**config.mk**
```make
export PLATFORM = sky130hd
export DESIGN_NAME = median_avg_top
export DESIGN_NICKNAME = d
export VERILOG_FILES = /design/src/rtl/median_avg_pkg.sv /design/src/rtl/median_avg_median3.sv /design/src/rtl/median_avg_top.sv
export SDC_FILE = /design/constraint.sdc
export NUM_CORES = 1
export LEC_CHECK = 0
export BUFFER_PORTS_ARGS = -buffer_cell sky130_fd_sc_hd__buf_2
export CAP_MARGIN = 40
export CORE_AREA = 2 2 131 133
export CTS_BUF_LIST = sky130_fd_sc_hd__clkbuf_4 sky130_fd_sc_hd__clkbuf_8
export DETAILED_ROUTE_END_ITERATION = 8
export DIE_AREA = 0 0 133 135
export GPL_TIMING_DRIVEN = 1
export HOLD_SLACK_MARGIN = 0.15
export PLACE_DENSITY_LB_ADDON = 0.25
export SLEW_MARGIN = 20
export SYNTH_ARGS = -nofsm -noshare
export SYNTH_HDL_FRONTEND = slang
export SYNTH_SLANG_ARGS = --single-unit
export TNS_END_PERCENT = 1
```
**constraint.sdc**
```tcl
create_clock -name clk_i -period 6.3 [get_ports clk_i]
set_input_delay 0 -clock clk_i [delete_from_list [all_inputs] [get_ports clk_i]]
set_output_delay 0 -clock clk_i [all_outputs]
set_load 0.03 [all_outputs]
```
**src/rtl/median_avg_pkg.sv**
```systemverilog
// Shared types and sizing for the median/average sample path.
// Widths, group size and the rd-to-ack latency live here.
package median_avg_pkg;
    localparam int DATA_W  = 16;
    localparam int AVG_W   = 8;
    localparam int N_LOG2  = 3;
    localparam int ACK_DLY = 4;
    localparam int ACC_W   = DATA_W + N_LOG2;

    typedef logic [DATA_W-1:0] sample_t;
endpackage

```
**src/rtl/median_avg_median3.sv**
```systemverilog
// Combinational median of three unsigned samples.
// Uses max(min(a,b), min(max(a,b),c)).
module median3
    import median_avg_pkg::*;
(
    input  sample_t a,
    input  sample_t b,
    input  sample_t c,
    output sample_t med
);
    sample_t lo;
    sample_t hi;
    sample_t hm;

    always_comb begin
        lo  = (a < b) ? a : b;
        hi  = (a < b) ? b : a;
        hm  = (hi < c) ? hi : c;
        med = (lo > hm) ? lo : hm;
    end
endmodule

```
**src/rtl/median_avg_top.sv**
```systemverilog
// Sample path: strobe sync, 3-tap median, delayed-ack accumulator
// producing the floor mean of every 8 medians, saturated to 8 bits.
module median_avg_top
    import median_avg_pkg::*;
(
    input  logic             clk_i,
    input  logic             rst_i,
    input  sample_t          data_i,
    input  logic             data_av_ai,
    output sample_t          median_o,
    output logic [AVG_W-1:0] avg_o
);
    logic              sync1;
    logic              sync2;
    logic              sync3;
    logic              sample_stb;
    logic              control_rd;
    logic              interrupt_ack;
    sample_t           w0;
    sample_t           w1;
    sample_t           w2;
    sample_t           med;
    logic [ACK_DLY-1:0] dl_v;
    sample_t           dl_d [ACK_DLY];
    sample_t           ack_med;
    logic [ACC_W-1:0]  acc;
    logic [ACC_W-1:0]  acc_next;
    logic [ACC_W-1:0]  avg_full;
    logic [AVG_W-1:0]  avg_sat;
    logic [N_LOG2-1:0] cnt;

    assign sample_stb    = sync2 & ~sync3;
    assign interrupt_ack = dl_v[ACK_DLY-1];
    assign ack_med       = dl_d[ACK_DLY-1];

    median3 u_med (
        .a   (w0),
        .b   (w1),
        .c   (w2),
        .med (med)
    );

    always_comb begin
        acc_next = acc + ACC_W'(ack_med);
        avg_full = acc_next >> N_LOG2;
        avg_sat  = avg_full[AVG_W-1:0];
        if (|avg_full[ACC_W-1:AVG_W])
            avg_sat = '1;
    end

    always_ff @(posedge clk_i or posedge rst_i) begin
        if (rst_i) begin
            sync1      <= 1'b0;
            sync2      <= 1'b0;
            sync3      <= 1'b0;
            control_rd <= 1'b0;
            w0         <= '0;
            w1         <= '0;
            w2         <= '0;
            median_o   <= '0;
        end else begin
            sync1      <= data_av_ai;
            sync2      <= sync1;
            sync3      <= sync2;
            control_rd <= sample_stb;
            if (sample_stb) begin
                w2 <= w1;
                w1 <= w0;
                w0 <= data_i;
            end
            if (control_rd)
                median_o <= med;
        end
    end

    // Median snapshots ride with their rd pulse so overlapping samples queue in order
    always_ff @(posedge clk_i or posedge rst_i) begin
        if (rst_i) begin
            dl_v <= '0;
            for (int i = 0; i < ACK_DLY; i++)
                dl_d[i] <= '0;
        end else begin
            dl_v <= {dl_v[ACK_DLY-2:0], control_rd};
            dl_d[0] <= med;
            for (int i = 1; i < ACK_DLY; i++)
                dl_d[i] <= dl_d[i-1];
        end
    end

    always_ff @(posedge clk_i or posedge rst_i) begin
        if (rst_i) begin
            acc   <= '0;
            cnt   <= '0;
            avg_o <= '0;
        end else if (interrupt_ack) begin
            cnt <= cnt + N_LOG2'(1);
            if (cnt == '1) begin
                avg_o <= avg_sat;
                acc   <= '0;
            end else begin
                acc <= acc_next;
            end
        end
    end
endmodule

```
==> results of run 1 <==
-- layout make-up --
class | instances | area (um2) | share of cell area
well taps | 220 | 275.3 | 0.02961
multi-input cells | 491 | 3694 | 0.3973
repair buffers | 78 | 584.3 | 0.06284
flip-flops and latches | 166 | 4154 | 0.4468
clock buffers | 19 | 255.2 | 0.02745
inverters | 45 | 173.9 | 0.01871
clock inverters | 13 | 161.4 | 0.01736
-- state kept, by name (all words and copies together), names as in the netlist --
name and flops:
acc 19, ack_med 16, avg_o 8, cnt 3, control_rd 1, dl_d 48
dl_v 4, median_o 16, sync1 1, sync2 1, sync3 1, w0 16
w1 16, w2 16
-- cells by family after synthesis --
kind of cell	count (synthesis)
AO/OA/AOI/OAI	152
XOR/XNOR	13
adder cells (fa/ha/maj)	65
buffers and inverters	72
flip-flops	166
multiplexers	75
AND/OR/NAND/NOR	186
-- metrics by stage --
step / power, mW / utilization / setup TNS, ns / std cells
2_1_floorplan: 3.352 / - / 0 / 729
3_3_place_gp: 3.790 / 0.5198 / 0 / 969
3_5_place_dp: 3.906 / 0.5224 / 0 / 971
4_1_cts: 4.738 / 0.5594 / 0 / 1022
5_1_grt: 5.189 / 0.5667 / -0.01187 / 1032
6_report: 4.807 / 0.5667 / 0 / 1032
-- power by group --
part	leakage, nW	total [mW]	internal, mW	switching, mW
combinational	2.10	2.35	1.00	1.34
clock	0.207	0.806	0.381	0.425
sequential	2.03	1.65	1.45	0.200
total	4.34	4.81	2.84	1.97
-- path summary, 6_finish.rpt --
path | start | end | cells after the start
worst max-delay path | w1[15] | median_o[0] | 24
worst min-delay path | data_av_ai | sync1 | 2
worst max register to register | w1[15] | median_o[0] | 24
worst min register to register | dl_d[31] | ack_med[15] | 0
max in group asynchronous | rst_i | dl_d[21] | 6
min in group asynchronous | rst_i | dl_d[36] | 4
-- cells in the final DEF, fill, tap and decap left out, drive strengths merged, types with 3 or more instances in the layout --
cell,instances
a2111oi,3
a211oi,3
a21o,6
a21oi,23
a22o,7
a31oi,25
and3,4
buf,59
clkbuf,19
clkinv,3
dfrtp,166
dlygate4sd3,19
ha,64
inv,51
mux2,52
mux2i,23
nand2,78
nand2b,5
nand3,4
nand3b,3
nand4,10
nor2,45
nor2b,14
o211ai,5
o21a,6
o21ai,50
o2bb2ai,8
or2,14
or3,3
xnor2,7
xor2,6
-- layer usage --
layer	wire length [um]	part of all wire	GRT usage	up-vias
met5	0	0	0	-
met4	334	0.021	0.08303	0
met3	623	0.039	0.03829	25
met2	7904	0.49	0.3293	117
met1	7155	0.45	0.2377	2720
li1	-	-	-	2704
-- timing repair --
| item | in CTS | in global routing |
|---|---|---|
| resized for setup | 0 | 10 |
| buffers inserted | 0 | 10 |
| hold buffers | 19 | 0 |
| setup endpoints to repair | 0 | 32 |
| endpoints found under the hold margin | 123 | 0 |
==> results, run 1 <==
- The run finished with clean final reports.
- For this run, the number of Yosys warnings is 0.
- Timing analysis after detailed placement gives a worst setup slack of ~0.084 ns.
- In this run the core area contains 47 standard-cell rows.
- The cell count after synthesis is 729.
- Dividing total power by cell area gives a power density of slightly above 500 nW/um2.
- The area fraction in compound gates after synthesis is 0.1255.
- At the later pin of the worst-skew pair, clock insertion delay measures ~0.47 ns.
- In the final routed layout, each cell accounts on average for around 16 um.
- Clock tree synthesis inserted a total of 17 buffers.
- The critical path's slowest cell is sky130_fd_sc_hd__dfrtp_1.
- The count of TritonRoute iterations in the first routing pass is 5.
- The data required time of the worst path is roughly 6.7 ns.
- The via count of the first global-routing pass is 5753.
- The first global-routing pass estimated between 20 and 30 mm of wire.
- The routed design could run at a clock period as short as slightly below 6 ns.
- Once layout is done, the placed cells without fillers occupy ~9300 um2.
- The CTS H-tree depth is 4.
- The detailed placement HPWL is ~11 mm.
- The count of buffers added on input and output ports is 42.
- The critical path capture point type is a register.
- The post-synthesis share of cell area spent on and, or, nand and nor gates is 0.1100.
- The share of synthesized area in the top cell type comes to 0.5131.
- The number of fillers in the final layout is 1380.
- Of the cells placed in the final design, the portion with a size suffix greater than 1 is 0.1897.
- The library cell appearing most often on the critical path is sky130_fd_sc_hd__ha_1.
- TritonCTS built the clock tree.
- In this run the worst hold path is classified as in -> reg.
- The post-route clock skew is a little over 0.009 ns.
- The max-slew violation count was 0.
- In the synthesized netlist the async set-or-reset flop fraction comes to 1.000.
- The count of inserted antenna diode cells is 0.
- IR analysis of the VDD net gives a maximum drop of between 0.2 and 0.25 mV.
- For this run, the register share of the synthesized area comes to 0.5131.
- The xor and xnor fraction of the mapped netlist area is 0.01406.
- The cell family contributing the most delay on the critical path is compound AO/OA/AOI/OAI gates.
- The initial core utilization is 0.4935.
- The number of DRC markers after the initial detailed-route iteration is approximately 270.
- Counting instances in the post-synthesis netlist gives the leading cell types as sky130_fd_sc_hd__dfrtp_1 (166), sky130_fd_sc_hd__nand2_1 (78), sky130_fd_sc_hd__ha_1 (64), sky130_fd_sc_hd__mux2_2 (52), sky130_fd_sc_hd__o21ai_0 (46).
- The worst setup path is of the reg -> reg kind.
- The mapped netlist covers 8097 um2.
- The number of flip-flops and latches in the synthesized netlist is between 150 and 200.
- In the routed design, unresolved DRC markers number 0.
- The final hold violation count was 0.
- The layout-stage area growth over the synthesis result is 14.84%.
- The maximum single-stage delay on the critical path is roughly 0.40 ns.
- When the netlist entered floorplanning its net count stood at about 810.
- The tree is rooted in a sky130_fd_sc_hd__clkbuf_8.
- The static leakage is between 4 and 5 nW.
- The total overflow left after global routing is 0.
- The number of antenna violations at the first check in global routing is 0.
- The top fanout value on the critical path is 30.
- The longest clock path from root to sink contains 2 buffers.
- The slack of the critical path is between 0.3 and 0.4 ns.
- The detail route stage leaves a number of antenna-violating nets equal to 0.
- The maximum operating frequency is approximately 170 MHz.
- For the pin with the worst max-slew slack, the measured transition is between 0.7 and 0.8 ns.
- The die is 135 um tall.
- Dividing the synthesized area by the synthesized cell count gives between 10 and 15 um2.
- The clock sink total is roughly 170.
- The region available for standard cell placement spans roughly 16000 um2.
- The vias per cell is approximately 5.4.
- Synthesis instantiated 54 different standard cells from the library.
- Setup violations remaining at the end of the flow were counted as 0.
- The worst hold-check slack is 0.1828 ns.
- The post-detailed-placement cell area is 8571 um2.
- The net count of the finished layout is just under 900.
- The signal on the critical path passes through inv_1, ha_1, nand4_2, nor4_4, o211ai_2, nand3_4, buf_12, mux2_2, ha_1, o211ai_1, nor4_4, and3_1, a32o_1, a311oi_4, buf_12, mux2i_2, ha_1, a2111oi_2, a21oi_1, a311oi_1, a21oi_1, buf_6, mux2i_1, mux2_2.
- The setup slack on the worst flop-to-flop path is between 0.3 and 0.4 ns.
- The nature of the critical path startpoint is a register.
- The chip width is roughly 130 um.
- The routed design has approximately 16 mm of wire.
- After clock tree synthesis, the clock-pin slew on the worst setup and hold paths is 0.09 ns.
- sky130_fd_sc_hd__dfrtp_1 is the most common cell in the netlist.
- The share of cell area taken by muxes after synthesis is 0.1008.
- Of the total synthesized cell area, the portion taken by full adders, half adders and majority gates is 0.1014.
- For this block, the via count after detailed routing is 5566.
- By area, the combinational part of the netlist is dominated by compound AO/OA/AOI/OAI gates.
- The critical path contains buffers and inverters numbering 4 combined.
- The congestion estimate from routability-driven global placement came to 0.8430.
- The cell type with the largest total area after synthesis is sky130_fd_sc_hd__dfrtp_1.
- The overall fraction of global-route tracks in use is 0.1921.
- 43 I/O pins were placed.
- In the finished design, the share of the clock period the worst path needs comes to 0.9442.
- The worst endpoint data arrival time is 6.31 ns.
- In this run the tightest slew margin relative to its limit is 0.5085.
- By area the synthesized netlist is led by sky130_fd_sc_hd__dfrtp_1 (51%), sky130_fd_sc_hd__ha_1 (9.9%), sky130_fd_sc_hd__mux2_2 (7.2%), sky130_fd_sc_hd__nand2_1 (3.6%), sky130_fd_sc_hd__mux2i_1 (2.8%).
- The die area is approximately 18000 um2.
- The largest net degree at the start of global routing is 80.
- The number of enable flip-flop cells after synthesis is 0.
- For this run, the leading register cell type out of synthesis is sky130_fd_sc_hd__dfrtp_1.
- The tool flagged a number of max-cap violations equal to 0.
(Power assumes the default switching activity.)
==> run 2: changes to the inputs <==
ABC_AREA = 1   (was default)
CORE_AREA = 2 2 132 134   (was 2 2 131 133)
DIE_AREA = 0 0 134 136   (was 0 0 133 135)
SKIP_LAST_GASP = 1   (was default)
==> results, run 2 <==
- The run finished with clean final reports.
- The vias per cell is between 4 and 5.
- Following the worst setup path forward leads to its endpoint at median_o[6].
- Leaving out fill and tap cells, the most frequent cell in the layout is sky130_fd_sc_hd__nand2_1.
- Across all hold checks on the routed design, the worst slack comes to slightly above 0.2 ns.
- The maximum single-stage delay on the critical path is between 0.4 and 0.5 ns.
- Summed over all nets, the switching power comes to between 2 and 2.5 mW.
- For the final routed database, the setup TNS stands at 0 ns.
- The switching power as a share of total power is 0.4305.
- Clock-pin slew was measured on the worst setup and hold paths at approximately 0.090 ns.
- The dominant synthesized flop cell is sky130_fd_sc_hd__dfrtp_1.
- The count of boundary I/O pins is 43.
- The static leakage is around 4.7 nW.
- Port buffering added 42 buffers.
- The die area is roughly 18000 um2.
- Derived from the worst setup path, the maximum achievable clock frequency is about 190 MHz.
- The relative max-transition margin is 0.4840.
- The number of nets handed over by synthesis was between 1000 and 1500.
- The fraction of the yosys area taken by sequential cells is 0.5046.
- The number of DRC markers after the initial detailed-route iteration is between 300 and 400.
- Compared with the post-synthesis result, the final layout area differs by 13.21%.
- Of all cell types, the one taking the most synthesized area is sky130_fd_sc_hd__dfrtp_1.
- The share of layout cells above drive strength 1 is 0.1232.
- The synthesized netlist contains 43 unique library cells.
- The power per cell area is around 520 nW/um2.
- dl_d holds more flip-flops than any other register.
- The clock arrives with 0.007424 ns of skew.
- The worst setup path is of the reg -> reg kind.
- Entering global routing, the biggest net connects 96 pins.
- Max-cap violations in this run came to 0.
- The area used by sequential logic in the layout is 4154 um2.
- The net count of the finished layout is 1070.
- The internal portion of the total power is between 2 and 3 mW.
- The count of inserted antenna diode cells is 0.
- Routability-driven placement finished with a final weighted congestion of around 0.85.
- The tightest min-delay check is of the in -> reg type.
- The largest registers in the layout are dl_d x48, acc x19.
- The global-route wire length before repair is 27.26 mm.
- The library cell appearing most often on the critical path is sky130_fd_sc_hd__nand2_1.
- STA classifies the critical path startpoint as a register.
- In the finished design, the share of the clock period the worst path needs comes to 0.8450.
- The clock tree synthesis step divided the H-tree into 4 levels.
- The max-slew violation count is 0.
- The multi-input combinational cell area is about 3500 um2.
- The most common cell in the synthesized netlist is sky130_fd_sc_hd__nand2_1.
- The number of flip-flops and latches in the synthesized netlist is between 150 and 200.
- Counting instances in the post-synthesis netlist gives the leading cell types as sky130_fd_sc_hd__nand2_1 (218), sky130_fd_sc_hd__dfrtp_1 (166), sky130_fd_sc_hd__inv_1 (129), sky130_fd_sc_hd__o21ai_0 (90), sky130_fd_sc_hd__nand3_1 (69).
- For this configuration, the core starts out at a cell density of 0.4878.
- The worst setup path is captured at a register.
- The buffer type at the clock tree root is sky130_fd_sc_hd__clkbuf_8.
- At the worst endpoint, the required time is 6.66 ns.
- The most critical setup path has its startpoint at w1[5].
- The part of the power in the clock network is 0.163.
- The count of final setup violators is 0.
- Global routing finished with a remaining overflow of 0.
- The chip width is 134 um.
- The worst register-to-register path ends at median_o[6].
- The share of synthesized area in the top cell type comes to 0.5046.
- The pin slew with the least headroom to its limit is roughly 0.77 ns.
- The total area inside the core boundary comes to 16880 um2.
- The total number of vias is 5936.
- The final hold violation count is 0.
- After detailed routing, the average wire length per cell comes to about 13 um.
- The die span in y is ~140 um.
- For this run, the number of Yosys warnings is 0.
- The sequential share of power is 0.339.
- Of the total power, combinational logic draws 0.498.
- Buffers inserted during clock tree synthesis total 17.
- The worst path in the final design needs a cycle of roughly 5.3 ns, including I/O delays and setup.
- Dividing the synthesized area by the synthesized cell count gives slightly below 9 um2.
- The setup slack on the worst flop-to-flop path is around 0.98 ns.
- For the worst-skew pair, the clock arrives at the later sink with an insertion delay of about 0.46 ns.
- The library cells used most frequently in the layout, excluding fill and tap cells, are sky130_fd_sc_hd__nand2_1 (218), sky130_fd_sc_hd__dfrtp_1 (166), sky130_fd_sc_hd__inv_1 (128), sky130_fd_sc_hd__o21ai_0 (90), sky130_fd_sc_hd__nand3_1 (69).
- The floorplan has 48 rows.
- Across the VDD grid, the largest voltage drop is around 0.23 mV.
- In the post-synthesis netlist, the biggest area contributors are sky130_fd_sc_hd__dfrtp_1 (50%), sky130_fd_sc_hd__nand2_1 (9.9%), sky130_fd_sc_hd__ha_1 (9.7%), sky130_fd_sc_hd__inv_1 (5.9%), sky130_fd_sc_hd__o21ai_0 (5.5%).
- The top fanout value on the critical path is 63.
- The number of cells on the worst reg-to-reg path is 28.
- The number of antenna violations at the first check in global routing is 0.
- The slowest stage of the critical path belongs to the cell sky130_fd_sc_hd__o221a_2.
- The synthesized area is roughly 8000 um2.
- In the global route stage, overall resource usage came out at 0.1866.
- The final layout contains routed wiring with a total length of between 15 and 20 mm.
- Once detail routing completed, the nets flagged for antenna violations numbered 0.
- Setup repair after global routing left no endpoint under its margin.
- The first detailed-routing pass took 5 iterations.
- The critical register-to-register path startpoint is w1[5].
- Of all flip-flops after synthesis, the portion carrying an async set or reset was 1.000.
- The detailed placement HPWL is roughly 11 mm.
- For the worst setup path, the data arrival time is approximately 5.7 ns.
- The clock sink total is 166.
- The via count of the first global-routing pass came to around 5900.
- In this run, synthesis inferred 0 flip-flops with an integrated enable.
- TritonCTS built the clock tree.
- The number of fillers in the final layout is between 1500 and 2000.
- The cell count after synthesis is 930.
- The clock passes through at most 2 buffers.
- After clock tree synthesis, the setup repair step added 0 buffers.
- The register with the most flip-flops in the layout has 48 of them.
- In the routed design, unresolved DRC markers number 0.
==> run 2: area by class of cell <==
type,count,area share
repair buffers,68,0.05504
flip-flops and latches,166,0.4457
inverters,129,0.05249
well taps,225,0.03021
clock inverters,13,0.01732
multi-input cells,604,0.3727
clock buffers,18,0.02658
==> run 2: kinds of logic (layout without fill, tap and decap cells) <==
group	Yosys count	in the layout	synth area share
xor+xnor	16	16	0.01702
mux	2	2	0.002735
fa+ha+maj	65	65	0.09970
compound gates	152	152	0.1018
buf+inv	160	228	0.07508
flops	166	166	0.5046
simple gates	369	369	0.1991
==> run 2: per-layer routing <==
| metal | track usage | wire [um] | vias to the layer above | share of wire |
|---|---|---|---|---|
| met5 | 0 | 0 | - | 0 |
| met4 | 0.04433 | 123 | 0 | 0.0080 |
| met3 | 0.04139 | 460 | 10 | 0.030 |
| met2 | 0.3108 | 7276 | 87 | 0.48 |
| met1 | 0.2502 | 7429 | 2725 | 0.49 |
| li1 | - | - | 3114 | - |
==> run 2: metrics by stage <==
stage	instances	setup WS (ns)	area (um2)	util	power (mW)
2_1_floorplan	930	1.412	8233	-	3.559
3_3_place_gp	1170	1.009	8638	0.5119	4.035
3_5_place_dp	1172	0.9337	8693	0.5151	4.095
4_1_cts	1222	0.9287	9293	0.5506	4.922
5_1_grt	1223	0.3655	9320	0.5523	5.366
6_report	1223	0.9767	9320	0.5523	4.873
==> run 2: power by group through the flow <==
stage	Combinational, mW	Clock, mW	Sequential (mW)
after floorplan	1.79	0	1.77
after global placement	2.37	0	1.66
after detailed placement	2.42	0	1.68
after CTS	2.44	0.821	1.66
after global routing	2.80	0.863	1.70
final	2.43	0.796	1.65
==> run 2: critical path, delay by kind of cell (launching register included) <==
kind                     cells  cell delay, ns
AO/OA/AOI/OAI                7            1.53
adder cells (fa/ha/maj)      3            0.76
buffers and inverters        3            0.32
flip-flops                   1            0.38
AND/OR/NAND/NOR             15            2.21
==> run 2: worst min path at each step <==
stage                    start          to  slack [ns]  cells past startpoint
global placement    data_av_ai       sync1        0.11                      1
finish              data_av_ai       sync1        0.20                      2
floorplan           data_av_ai       sync1        0.03                      0
detailed placement       rst_i  ack_med[3]        0.11                      2
global route        data_av_ai       sync1        0.19                      2
CTS                 data_av_ai       sync1        0.18                      2
==> run 2: timing repair <==
| item | CTS | global route |
|---|---|---|
| resized for setup | 0 | 0 |
| endpoints found under the hold margin | 120 | 0 |
| hold buffers | 19 | 0 |
==> run 3: changes to the inputs <==
ABC_AREA = 0   (was 1)
CORE_AREA = 2 2 131 133   (was 2 2 132 134)
DIE_AREA = 0 0 133 135   (was 0 0 134 136)
clock period = 4.7 ns   (was 6.3 ns; I/O delays follow)
==> results, run 3 (synthesized netlist as in run 1, its figures left out) <==
- The cell count after placement is between 1000 and 1500.
- The top fanout value on the critical path is 14.
- The launch instance of the worst min-delay path is data_av_ai.
- The final design area excluding fillers is about 10000 um2.
- The share of layout cells above drive strength 1 is 0.2680.
- The share of total power dissipated in sequential elements is 0.321.
- The count of boundary I/O pins is 43.
- The vias per cell is between 5 and 6.
- The cell type group with the largest total delay on the critical path is compound AO/OA/AOI/OAI gates.
- The maximum single-stage delay on the critical path is ~0.4 ns.
- The number of antenna violations at the first check in global routing is 0.
- The buffer type at the clock tree root is sky130_fd_sc_hd__clkbuf_8.
- The largest registers in the layout are dl_d x48, acc x19.
- The final cycle utilization of the critical path is 1.192.
- Once placement finished, the instance area stood at ~9200 um2.
- The path type of the worst min-delay path is in -> reg.
- The number of standard cells in the final layout excluding fillers is roughly 1100.
- The pin slew with the least headroom to its limit is 0.6403 ns.
- Once detail routing completed, the nets flagged for antenna violations numbered 0.
- The worst endpoint data arrival time is about 6.0 ns.
- Setup repair after global routing could not meet its margin everywhere.
- The total length of routed wires is roughly 16 mm.
- The tool flagged a number of max-cap violations equal to 0.
- The number of DRC markers after the initial detailed-route iteration is between 200 and 250.
- The count of TritonRoute iterations in the first routing pass is 5.
- The H-tree was split into 4 levels.
- The routed wirelength normalized by instance count is around 15 um.
- The category of the most critical setup path is reg -> reg.
- The die span in y is 135 um.
- The library cell appearing most often on the critical path is sky130_fd_sc_hd__buf_12.
- The max-slew violation count is 0.
- The checks that failed: negative setup slack.
- The worst hold-check slack is around 0.19 ns.
- The deepest clock path buffer count is 2.
- Detailed placement finished with a half-perimeter wire length of 11.93 mm.
- The power per cell area is just under 700 nW/um2.
- The total congestion overflow is 0.
- The overall fraction of global-route tracks in use is 0.1966.
- Total power for the finished layout comes to ~6.8 mW.
- After layout, the worst setup slack is -0.9014 ns.
- The layout-stage area growth over the synthesis result is 23.04%.
- The number of flip-flops under the largest register name is 48.
- For the final routed database, the setup TNS stands at -26.36 ns.
- The maximum VDD drop is 0.2791 mV.
- The remaining design rule violation count is 0.
- The clock insertion delay at the later pin of the skew report is around 0.46 ns.
- The relative max-transition margin is 0.5609.
- The total number of vias is just under 6000.
- Of the total power, the clock network draws 0.143.
- The worst setup path is launched from a register.
- The first global-routing pass estimated around 28 mm of wire.
- The library cell used most frequently in the layout, excluding fill and tap cells, is sky130_fd_sc_hd__dfrtp_1.
- Once layout is complete, the utilization of the core stands at 0.6072.
- On the final layout, the worst clock skew is 0.01009 ns.
- The beginning of the critical path is w0[11].
- The static leakage is ~4.7 nW.
- The post-layout minimum cycle time is between 5 and 6 ns.
- The largest net degree at the start of global routing is between 70 and 80.
- Counting cells, the worst reg-to-reg path comes to 26.
- The hold path depth is 2.
- For this run, the top clock speed supported by timing is about 180 MHz.
- The via count of the first global-routing pass was ~6000.
- The switching power as a share of total power is 0.3992.
- The final weighted congestion in routability-driven placement is between 0.8 and 0.9.
- The portion of total power attributed to combinational logic is 0.536.
- Setup violations remaining at the end of the flow were counted as 32.
- The cell-internal power is around 4.1 mW.
- The critical path buffer and inverter count is 4.
- At the worst endpoint, the required time is roughly 5 ns.
- In the layout the commonest cells are sky130_fd_sc_hd__dfrtp_1 (166), sky130_fd_sc_hd__nand2_1 (78), sky130_fd_sc_hd__buf_4 (75), sky130_fd_sc_hd__ha_1 (58).
- Clock-pin slew was measured on the worst setup and hold paths at around 0.090 ns.
- Row generation in the floorplan step produced 47 rows.
- The clock sink total is 166.
- The area of the core is about 16000 um2.
- The number of fillers in the final layout is between 1000 and 1500.
- 0 antenna diodes ended up in the layout.
- The final hold violation count is 0.
- Among all stages on the critical path, the largest delay is contributed by sky130_fd_sc_hd__dfrtp_1.
- The count of port buffers added during placement is 42.
- The critical path capture point type is a register.
- The flow ran to the end, but the final reports show violations.
- The initial core utilization is 0.4935.
- The critical path runs through a total of 26 cells.
- The final layout contains 950 nets.
- The clock tree from TritonCTS is done.
- The number of buffers created by CTS is 17.
- The worst slack at placement is -1.058 ns.
- The worst register-to-register path begins at w0[11].
- The reported net switching power is about 2.7 mW.
- The chip width is between 100 and 150 um.
- The die covers between 15000 and 20000 um2.
- The register with the most flip-flops is dl_d.
-- run 3: cell types whose count changed in the layout (fill, tap and decap cells not counted), sizes merged, moves of 19 or more --
cell / change
a31oi: +25
buf: +77
inv: -87
mux2: +50
mux2i: +23
nand2: -155
nand3: -65
nor2: +19
o21ai: -45
-- run 3: power by group through the flow --
stage | registers, mW | logic, mW | clock network (mW)
finish | 2.19 | 3.65 | 0.973
global route | 2.25 | 4.01 | 1.07
CTS | 2.20 | 3.62 | 0.998
detailed placement | 2.22 | 3.47 | 0
global placement | 2.19 | 3.34 | 0
floorplan | 2.37 | 2.18 | 0
-- run 3: timing repair --
| action | 4_1_cts | 5_1_grt |
|---|---|---|
| setup buffers | 6 | 1 |
| hold buffers | 19 | 0 |
| pin swaps | 9 | 5 |
| hold endpoints to repair | 138 | 0 |
| endpoints found under the setup margin | 32 | 32 |
| resized for setup | 16 | 2 |
-- run 3: final cells by class --
class | instances | area, um2 | area share
multi-input cells | 491 | 3846 | 0.3861
clock inverters | 12 | 120.1 | 0.01206
clock buffers | 18 | 247.7 | 0.02487
repair buffers | 145 | 1145 | 0.1149
inverters | 45 | 173.9 | 0.01746
flip-flops and latches | 166 | 4154 | 0.4170
well taps | 220 | 275.3 | 0.02763
-- run 3: routing by layer --
metal  global-route usage  wire, um  up-vias
met5                    0         0        -
li1                     -         -     2841
met3              0.04542       577       38
met4              0.07646       436        0
met2               0.3428      8189      105
met1               0.2378      7285     2805
-- run 3: path summary, 6_finish.rpt --
kind                               end  slack [ns]
max                        median_o[2]       -0.90
min                              sync1        0.19
max reg2reg                median_o[2]       -0.90
min reg2reg                 ack_med[4]        0.35
max in group asynchronous     dl_d[30]        2.74
min in group asynchronous  median_o[3]        0.69
